$ cat config.mk
export PLATFORM = sky130hd
export DESIGN_NAME = oracle_req_bridge
export DESIGN_NICKNAME = d
export VERILOG_FILES = /design/src/rtl/oracle_req_bridge_pkg.sv /design/src/rtl/oracle_req_bridge_timeout_ctr.sv /design/src/rtl/oracle_req_bridge.sv
export SDC_FILE = /design/constraint.sdc
export NUM_CORES = 1
export LEC_CHECK = 0
export ABC_AREA = 1
export CAP_MARGIN = 25
export CORE_ASPECT_RATIO = 1.25
export CORE_MARGIN = 4
export CORE_UTILIZATION = 51
export CTS_CLUSTER_DIAMETER = 120
export DETAILED_ROUTE_END_ITERATION = 12
export PLACE_DENSITY = 0.91
export SETUP_SLACK_MARGIN = 0.15
export SKIP_CTS_REPAIR_TIMING = 1
export SYNTH_ARGS = -nofsm -noshare
export SYNTH_HDL_FRONTEND = slang
export SYNTH_HIERARCHICAL = 1
export SYNTH_SLANG_ARGS = --single-unit
$ cat constraint.sdc
create_clock -name clk -period 12 [get_ports clk]
set_input_delay 2.4 -clock clk [delete_from_list [all_inputs] [get_ports clk]]
set_output_delay 2.4 -clock clk [all_outputs]
set_load 0.005 [all_outputs]
$ cat src/rtl/oracle_req_bridge_pkg.sv
// Shared types and defaults for the oracle request bridge.
package oracle_req_bridge_pkg;

  typedef enum logic [1:0] {
    IDLE  = 2'd0,
    ISSUE = 2'd1,
    WAIT  = 2'd2,
    ACK   = 2'd3
  } state_t;

  localparam logic [31:0] ERR_DATA_DEFAULT = 32'hDEAD0000;

  // Saturating increment for the 16-bit event counters.
  function automatic logic [15:0] sat_inc16(input logic [15:0] v);
    return (v == '1) ? v : v + 16'd1;
  endfunction

endpackage

$ cat src/rtl/oracle_req_bridge_timeout_ctr.sv
// Clear/enable counter with a terminal-count flag at MAX_CYC-1.
module oracle_timeout_ctr #(
  parameter int unsigned MAX_CYC = 256,
  localparam int unsigned W      = $clog2(MAX_CYC)
) (
  input  logic clk,
  input  logic rst,
  input  logic clr,
  input  logic en,
  output logic tc
);

  localparam logic [W-1:0] LAST = W'(MAX_CYC - 1);

  logic [W-1:0] cnt;

  // Count enabled cycles; clear has priority over enable.
  always_ff @(posedge clk or posedge rst) begin
    if (rst)       cnt <= '0;
    else if (clr)  cnt <= '0;
    else if (en)   cnt <= cnt + 1'b1;
  end

  assign tc = (cnt == LAST);

endmodule

$ cat src/rtl/oracle_req_bridge.sv
// Bridges the CPU's level-held logic request to a tagged valid/ready solver
// request and returns a one-cycle ack, with a bounded timeout.
module oracle_req_bridge
  import oracle_req_bridge_pkg::*;
#(
  parameter int unsigned TIMEOUT_CYC = 256,
  parameter int unsigned TAG_W       = 4,
  parameter logic [31:0] ERR_DATA    = ERR_DATA_DEFAULT
) (
  input  logic             clk,
  input  logic             rst,
  input  logic             logic_req,
  input  logic [31:0]      logic_addr,
  output logic             logic_ack,
  output logic [31:0]      logic_data,
  output logic             eng_req_valid,
  input  logic             eng_req_ready,
  output logic [31:0]      eng_req_addr,
  output logic [TAG_W-1:0] eng_req_tag,
  input  logic             eng_rsp_valid,
  input  logic [TAG_W-1:0] eng_rsp_tag,
  input  logic [31:0]      eng_rsp_data,
  input  logic             eng_rsp_err,
  output logic             timeout_err,
  output logic             busy,
  output logic [31:0]      req_count,
  output logic [15:0]      timeout_count,
  output logic [15:0]      stale_count
);

  state_t state, state_nxt;
  logic   tc;
  logic   rsp_match;
  logic   to_fire;
  logic   timeout_err_q;

  oracle_timeout_ctr #(.MAX_CYC(TIMEOUT_CYC)) u_timeout_ctr (
    .clk (clk),
    .rst (rst),
    .clr ((state == IDLE) || (state == ACK)),
    .en  ((state == ISSUE) || (state == WAIT)),
    .tc  (tc)
  );

  // A matching response in the terminal-count cycle takes precedence over the timeout.
  assign rsp_match = eng_rsp_valid && (state == WAIT) && (eng_rsp_tag == eng_req_tag);
  assign to_fire   = tc && ((state == ISSUE) || ((state == WAIT) && !rsp_match));

  // State register.
  always_ff @(posedge clk or posedge rst) begin
    if (rst) state <= IDLE;
    else     state <= state_nxt;
  end

  // Next-state selection.
  always_comb begin
    state_nxt = state;
    unique case (state)
      IDLE:  if (logic_req) state_nxt = ISSUE;
      ISSUE: if (tc) state_nxt = ACK;
             else if (eng_req_ready) state_nxt = WAIT;
      WAIT:  if (rsp_match || tc) state_nxt = ACK;
      ACK:   state_nxt = IDLE;
      default: state_nxt = IDLE;
    endcase
  end

  // Datapath: address capture, answer word, tag and event counters.
  always_ff @(posedge clk or posedge rst) begin
    if (rst) begin
      eng_req_addr  <= '0;
      eng_req_tag   <= '0;
      logic_data    <= '0;
      timeout_err_q <= 1'b0;
      req_count     <= '0;
      timeout_count <= '0;
      stale_count   <= '0;
    end else begin
      if ((state == IDLE) && logic_req) eng_req_addr <= logic_addr;
      if (rsp_match)    logic_data <= eng_rsp_err ? ERR_DATA : eng_rsp_data;
      else if (to_fire) logic_data <= ERR_DATA;
      timeout_err_q <= to_fire;
      if (to_fire) timeout_count <= sat_inc16(timeout_count);
      if (eng_rsp_valid && !rsp_match) stale_count <= sat_inc16(stale_count);
      if (state == ACK) begin
        req_count   <= req_count + 32'd1;
        eng_req_tag <= eng_req_tag + 1'b1;
      end
    end
  end

  assign eng_req_valid = (state == ISSUE);
  assign logic_ack     = (state == ACK);
  assign timeout_err   = timeout_err_q;
  assign busy          = (state != IDLE);

endmodule

==> reports/qor.yml <==
power.density_nw_per_um2: 195.8
power.sequential.fraction_pct: 37.4
synthToLayoutAreaGrowth_pct: 41.96
comb_power_share_pct: 33.1
switching_share_pct: 29.37
synth.avg_cell_area_sq_um: 8.958
cts_htree_levels: 4
worstMarginPinSlew_ns: 0.6765
clk_pin_slew_worst_paths_ns: 0.06
start_util_pct: 52.13
root_buffer: "clkbuf_16"
finalWirelength_mm: 18.81
critical_path.slowest_cell: "clkdlybuf4s50_1"
detail_route.first_pass.iterations: 4
drt_first_iter_violations: 315
timing.max_cap.violations: 0
critical_path_class: "reg -> out"
place.port_buffers: 209
power.clock.fraction_pct: 29.5
dieHeight_microns: 138.0
hold_path.class: "reg -> reg"
post_synth_instance_area_sq_um: 6898
finalHoldViolCount: 0
final_layout_size_suffix_gt1_share_pct: 9.309
antenna_cells: 0
place_congestion: 0.8623
die_width_microns: 112.0
fin_crit_ns: 4.386
number_of_ports_placed_on_the_die_boundary: 210
grt.total_usage_pct: 24.57
maxSlewHeadroom_pct: 54.49
grt_pass1_wl_mm: 31.06
fin_nets: 1071
core_region_area_sq_um: 13230
synth_sequential_area_ratio_pct: 51.88
route.detailed.wl_per_inst_microns: 16.08
synth_nets: 854
fin_hold_ws_ns: 0.4905
tritoncts_num_sinks: 143
worst-endpoint-required_ns: 9.60
pre_cts_ws_ns: 7.673
cts_tree: "yes"
power_spent_charging_and_discharging_nets_uw: 563.3
worst-path-max-fanout: 11
worst-endpoint-arrival_ns: 1.99
clk_latency_ns: 0.41
run_status: "finished clean"
reported_leakage_power_uw: 0.004538
post_synth_num_cell_types: 35
grt_start_max_net_pins: 79
cp.buffers_inverters: 1
number_of_global_route_vias_before_repair: 6024
floorplan.die_area_sq_um: 15460
rsz_0062_raised_after_global_routing: "false"
grt_overflow: 0
design_power_total_uw: 1918
vdd.ir_drop.worst_mv: 0.1090
post-route-drc-count: 0
ys_ff_latch: 143
critPathCaptureType: "output port"
setup-tns-final_ns: 0
cts.path.max_buffers: 2
vias: 5966
crit_path_start_kind: "register"
final_critical_path_setup_slack_ns: 7.614
critical_path_cell_by_cell: "ha_1, clkdlybuf4s50_1"
internal_power_uw: 1354
via_density: 5.099
post-route-period-util_pct: 36.55
synth_flop_cell: "dfrtp_1"
layout_commonest_cell: "clkdlybuf4s50_1"
timing.critical_path.max_delay_family: "buffers and inverters"
row_count: 47
synth_async_sr_flop_share_pct: 100.0
place.detailed.hpwl_mm: 13.60
commonest_non_fill_non_tap_cells_in_the_layout: "clkdlybuf4s50_1 (209), nand2_1 (168), dfrtp_1 (143)"
worst_clock_skew_ns: 0.01387
antenna_found_initial: 0
final_setup_violation_count: 0
synth-warning-count: 6
final_util_pct: 74.00
fmaxAchievable_mhz: 228.0
critical_path.max_stage_delay_ns: 0.62
timing_max_transition_violations_final: 0
netlist_instances: 770
synth-edff-count: 0
final_antenna_net_count: 0
number_of_buffers_created_by_cts: 17
layout.filler_cells: 902
## sequential cells by signal, summed over array words and instances (netlist names)
signal             count
u_timeout_ctr/cnt      8
timeout_err            1
eng_req_tag            4
logic_data            32
req_count             32
timeout_count         16
stale_count           16
state                  2
eng_req_addr          32
## worst paths after layout
| check | startpoint | endpoint | slack, ns | cells after the start |
|---|---|---|---|---|
| worst min register to register | logic_data[23] | logic_data[23] | 0.49 | 2 |
| worst max register to register | u_timeout_ctr/cnt[0] | timeout_count[1] | 9.60 | 8 |
| worst max-delay path | state[1] | logic_ack | 7.61 | 2 |
| max in group asynchronous | rst | logic_data[25] | 8.48 | 4 |
| worst min-delay path | logic_data[23] | logic_data[23] | 0.49 | 2 |
| min in group asynchronous | rst | u_timeout_ctr/cnt[0] | 2.36 | 2 |
## Yosys cell counts, drive strengths merged (10+ instances only)
cell | count | area share (%)
buf | 13 | 1.4
dfrtp | 143 | 52
ha | 10 | 1.8
inv | 114 | 6.2
mux2 | 32 | 5.2
nand2 | 172 | 9.6
nand3 | 52 | 4.0
nand4 | 16 | 1.5
nor2 | 90 | 5.4
nor3 | 19 | 1.5
o21ai | 14 | 1.1
o22ai | 21 | 1.9
xnor2 | 16 | 2.0
xor2 | 31 | 3.9
## worst min-delay path, stage by stage (launching register included)
cell and delay [ns]:
dfrtp_1 0.33, nor2_1 0.05, nor2_1 0.07
## final cells by class
cell class	count	area, sq um	share of cell area (%)
Tap cell	171	214.0	2.185
Inverter	115	436.7	4.459
Clock buffer	19	452.9	4.626
Sequential cell	143	3578	36.54
Timing Repair Buffer	214	2150	21.95
Multi-Input combinational cell	496	2778	28.37
Clock inverter	12	182.7	1.866
## cell families after synthesis
logic type                 synth area share (%)
AOI/OAI and AO/OA                         4.136
DFF                                       51.88
adders and majority gates                 1.814
muxes                                     5.224
buffers and inverters                     7.854
and+or+nand+nor                           23.13
xor gates and xnor gates                  5.968
## metrics by stage
stage	cells	cell area, sq um
after detailed placement	1138	9129
final	1170	9792
after global routing	1170	9792
after floorplan	770	6898
after CTS	1169	9764
after global placement	1138	9129
## power groups by stage
stage / combinational [uW] / sequential, uW / clock [uW]
after global placement: 614 / 711 / 0
after detailed placement: 636 / 723 / 0
final: 635 / 717 / 566
after floorplan: 262 / 719 / 0
after CTS: 641 / 715 / 574
after global routing: 692 / 737 / 595
## per-layer routing
metal  up-vias  wire [microns]  global-route usage, %
met2       229            9586                  42.39
met5         -               0                      0
li1       2883               -                      -
met3        22            1237                  5.551
met1      2832            7668                  31.14
met4         0             320                  6.962
No activity file was read; power rests on OpenSTA's default activity.
==> variant 1, RTL diff (same flow settings) <==
Re-encode `state_t` (4 states) as one-hot, 4 bits wide.
--- a/src/rtl/oracle_req_bridge_pkg.sv
+++ b/src/rtl/oracle_req_bridge_pkg.sv
@@ -1,11 +1,11 @@
 // Shared types and defaults for the oracle request bridge.
 package oracle_req_bridge_pkg;
 
-  typedef enum logic [1:0] {
-    IDLE  = 2'd0,
-    ISSUE = 2'd1,
-    WAIT  = 2'd2,
-    ACK   = 2'd3
+  typedef enum logic [3:0] {
+    IDLE  = 4'b0001,
+    ISSUE = 4'b0010,
+    WAIT  = 4'b0100,
+    ACK   = 4'b1000
   } state_t;
 
   localparam logic [31:0] ERR_DATA_DEFAULT = 32'hDEAD0000;
Check against the original RTL: same outputs for any inputs over 10 cycles, from zero or initial values and one cycle with rst high; not proved beyond that.
==> variant 1 against the unedited design <==
- non-clock buffer count shrank 1
- sequential cell count grew 2
- power shrank 17%
- final cell count grew 11%
- setup slack lost 0.24 ns
- sequential power shrank 10%
- routed wire length grew 3.9%
- cell area grew 2.4%
- area after synthesis grew 4.9%
- via count grew 12%
- clock power shrank 7.6%
- die area grew 4.6%
- critical path type unchanged
- critical endpoint unchanged
==> variant 1: results (changes against the unedited design) <==
- The area of all sequential standard cells was 3630 µm² (+1.4%).
- The maximum number of pins on one net before global-route repair is 71 (-10%).
- The number of standard cells in the layout, taps in and fillers out came to 1299 (+11%).
- The global routing usage summed across all routing layers is 25.14% (+0.57 points).
- The wire length per cell after detailed routing came to 15.05 µm (-6.4%).
- The minimum setup slack among reg-to-reg paths is 9.17 ns (-0.43 ns).
- In the post-synthesis netlist, the biggest area contributors are dfrtp_1, nand2_1, nor2_1, nand4_1, inv_1.
- The layout inverter count without the clock tree is 79 (-31%).
- The post-detailed-route via-to-cell ratio is 5.147 (+0.94%).
- The fraction of synthesized area in multiplexers came to 0% (-5.2 points).
- The net count after synthesis is 985 (+15%).
- The maximum single-stage delay on the critical path is 0.59 ns (-0.03 ns).
- The fraction of area in non-clock buffers is 21.40% (-0.56 points).
- The number of clock-tree buffers in the layout is 20 (+1).
- The global routing usage on met3 is 8.373% (+2.8 points).
- The actual transition at the worst max-transition pin came to 0.9761 ns (+0.2996 ns).
- The largest fanout on the critical path is 14 (+3).
- The area fraction in compound gates after synthesis came to 1.712% (-2.4 points).
- The routability congestion estimate from global placement was 0.8510 (-1.3%).
- The flop and latch count out of synthesis was 145 (+1.4%).
- The estimated wirelength of the detail-placed design is 14290 µm (+5.1%).
- The die width is 114.5 µm (+2.2%).
- The flow ran to the end, and the final reports show no timing, DRC or antenna violations.
- In the synthesized netlist, the cells that appear most often are nand2_1, dfrtp_1, nor2_1, inv_1, nand4_1.
- The met2 global-route usage is 41.34% (-1.1 points).
- The clock network power is 0.523 mW (-7.6%).
- The cell area reported after detailed placement came to 9449 µm² (+3.5%).
- The iteration count of the initial detailed-routing pass is 5 (+1).
- The data arrival time of the critical path is 2.23 ns (+0.24 ns).
- The via count of the first global-routing pass came to 6702 (+11%).
- The leakage component of the power is 4.771 nW (+5.1%).
[variant 1: cells by family after synthesis]
logic type | after synthesis
AND/OR/NAND/NOR | 580
flip-flops | 145
buffers and inverters | 106
XOR/XNOR | 47
AO/OA/AOI/OAI | 23
adder cells (fa/ha/maj) | 5
[variant 1: metal layers]
layer  routed length [µm]  up-vias  share of wire, %
met1                 7562     3143                39
met5                    0        -                 0
li1                     -     3268                 -
met4                  666        0               3.4
met3                 1449       49               7.4
met2                 9871      226                50
[variant 1: worst min path at each step]
stage / from / endpoint / slack [ns] / cells past startpoint
5_1_grt: req_count[31] / req_count[31] / 0.49 / 1
6_report: req_count[31] / req_count[31] / 0.47 / 1
4_1_cts: req_count[31] / req_count[31] / 0.47 / 1
2_1_floorplan: u_timeout_ctr/cnt[3] / u_timeout_ctr/cnt[3] / 0.46 / 1
3_5_place_dp: eng_req_addr[22] / eng_req_addr[22] / 0.46 / 2
3_3_place_gp: eng_req_addr[15] / eng_req_addr[15] / 0.45 / 2
==> variant 2, RTL diff (config.mk and constraints unchanged) <==
Made on the original files. `TAG_W`: 4 -> 5.
--- a/src/rtl/oracle_req_bridge.sv
+++ b/src/rtl/oracle_req_bridge.sv
@@ -4,7 +4,7 @@
   import oracle_req_bridge_pkg::*;
 #(
   parameter int unsigned TIMEOUT_CYC = 256,
-  parameter int unsigned TAG_W       = 4,
+  parameter int unsigned TAG_W       = 5,
   parameter logic [31:0] ERR_DATA    = ERR_DATA_DEFAULT
 ) (
   input  logic             clk,
Interface: changed (resized eng_req_tag and eng_rsp_tag); port bits go from 210 to 212. The function was not compared with the original's and may differ.
==> variant 2 against the unedited design <==
- fmax rose by 1.9%
- setup slack gained 0.081 ns
- area after synthesis is 0.18% higher
- routed wire length is 1.3% higher
- cell area is 0.24% higher
- power shrank 4.0%
- global-route usage increased by 0.79 points
- sequential cell count grew 1
- critical endpoint unchanged
- largest power group unchanged
- highest routed layer is now met5
==> variant 2: results (changes against the unedited design) <==
- The wire length of the first global-routing pass is 31620 µm (+1.8%).
- The fraction of layout instances using a drive strength above 1 came to 8.992% (-0.32 points).
- The wire length per cell after detailed routing came to 16.11 µm (+0.22%).
- The largest vdd supply drop is 0.0001296 V (+19%).
- The flow ran to the end, and the final reports show no timing, DRC or antenna violations.
- The met2 wirelength from detailed routing was 9887 µm (+3.1%).
- The buffer levels on the longest clock path is 2 (unchanged).
- The iteration count of the initial detailed-routing pass is 5 (+1).
- The number of levels the H-tree was split into is 4 (unchanged).
- The share of async-settable or async-resettable flops after synthesis is 100.0% (unchanged).
- The predominant post-synthesis flop cell is dfrtp_1.
- The largest registers in the layout are eng_req_addr (32), logic_data (32), req_count (32).
- The cell area reported after detailed placement is 9186 µm² (+0.63%).
- The post-synthesis xor/xnor area fraction is 7.098% (+1.1 points).
- The register area share after synthesis came to 52.15% (+0.27 points).
- The count of vias placed by the detailed router is 6016 (+0.84%).
- The maximum number of pins on one net before global-route repair is 76 (-3.8%).
- The fraction of synthesized area in multiplexers came to 5.215% (-0.0095 points).
- The clock skew after layout came to 0.01013 ns (-0.003737 ns).
- The area fraction in compound gates after synthesis is 1.847% (-2.3 points).
- The leakage component of the power was 4.508 nW (-0.65%).
- The sum of routed wire length over all layers came to 19060 µm (+1.3%).
- The met1 layer wirelength in the final routing is 7347 µm (-4.2%).
- The global routing usage summed across all routing layers is 25.36% (+0.79 points).
- The initial antenna violation count came to 1 (+1).
- The mean post-synth cell area is 8.848 µm² (-1.2%).
- The routed length on met3 came to 856 µm (-31%).
- The largest fanout on the critical path is 11 (unchanged).
- The topmost layer with routed signal wires is met5.
- The cell count of the worst reg-to-reg path is 8 (unchanged).
- The CTS root buffer is clkbuf_16.
- The diode insertion count for antenna repair is 0 (unchanged).
- The post-synthesis adder-cell area fraction was 1.811% (-0.0033 points).
- By area the synthesized netlist is led by dfrtp_1, nand2_1, xor2_1, mux2_2, nor2_1.
- The routability congestion estimate from global placement is 0.9488 (+10%).
- The worst hold path stage count is 2 (unchanged).
- The number of nets in the finished design is 1084 (+1.2%).
- The number of violations reported at the end of detailed-routing iteration 0 was 407 (+29%).
- The later-pin clock latency in the skew report is between 0.4 and 0.5 ns.
- The clock buffer count from CTS came to 17 (unchanged).
- The clock transition time at the flip-flop clock pins of the worst setup and hold paths is 0.06 ns (about the same).
- The relative max-transition margin was 30.11% (-24 points).
- The number of different library cells in the post-synthesis netlist was 35 (unchanged).
- The number of cells in the design after placement is 1151 (+1.1%).
- The estimated wirelength of the detail-placed design was 14070 µm (+3.5%).
- The path type of the worst min-delay path is register to register.
- By count the netlist is led by nand2_1, dfrtp_1, nor2_1, inv_1, xor2_1.
- The net count after synthesis is 866 (+1.4%).
- The via count of the first global-routing pass is 6197 (+2.9%).
- The number of buffer cells added on primary ports is 211 (+0.96%).
[variant 2: worst max-delay path, stage by stage, from the launching register on]
cell	delay, ns
dfrtp_1	0.42
ha_1	0.48
clkdlybuf4s50_1	0.60
[variant 2: final cells by class]
| cell class | count | area [µm²] |
|---|---|---|
| clock buffer | 20 | 446.7 |
| clock inverter | 12 | 182.7 |
| fill | 975 | 3475 |
| inverter | 79 | 301.5 |
| multi-input combinational | 543 | 2933 |
| sequential | 144 | 3603 |
| tap | 171 | 214.0 |
| timing repair buffer | 214 | 2135 |
[variant 2: path summary, 6_finish.rpt]
check	start	end	slack, ns
worst max-delay path	state[1]	logic_ack	7.69
worst min-delay path	logic_data[5]	logic_data[5]	0.48
worst max register to register	u_timeout_ctr/cnt[0]	logic_data[3]	9.22
worst min register to register	logic_data[5]	logic_data[5]	0.48
max in group asynchronous	rst	logic_data[26]	8.23
min in group asynchronous	rst	u_timeout_ctr/cnt[4]	2.36
[variant 2: through the flow]
stage	worst slack, ns	hold WS, ns
2_1_floorplan	5.961	0.4550
3_3_place_gp	7.523	0.4537
3_5_place_dp	7.430	0.4600
4_1_cts	7.644	0.4753
5_1_grt	7.576	0.5091
6_report	7.695	0.4788
[variant 2: metal layers]
layer / GRT usage [%] / vias to the layer above
li1: - / 2916
met1: 29.36 / 2848
met2: 43.55 / 179
met3: 5.638 / 71
met4: 13.61 / 2
met5: 0 / -
[variant 2: power by group]
part | switching, mW | internal [mW]
combinational | 0.241 | 0.339
clock | 0.207 | 0.355
sequential | 0.0942 | 0.606
total | 0.542 | 1.30
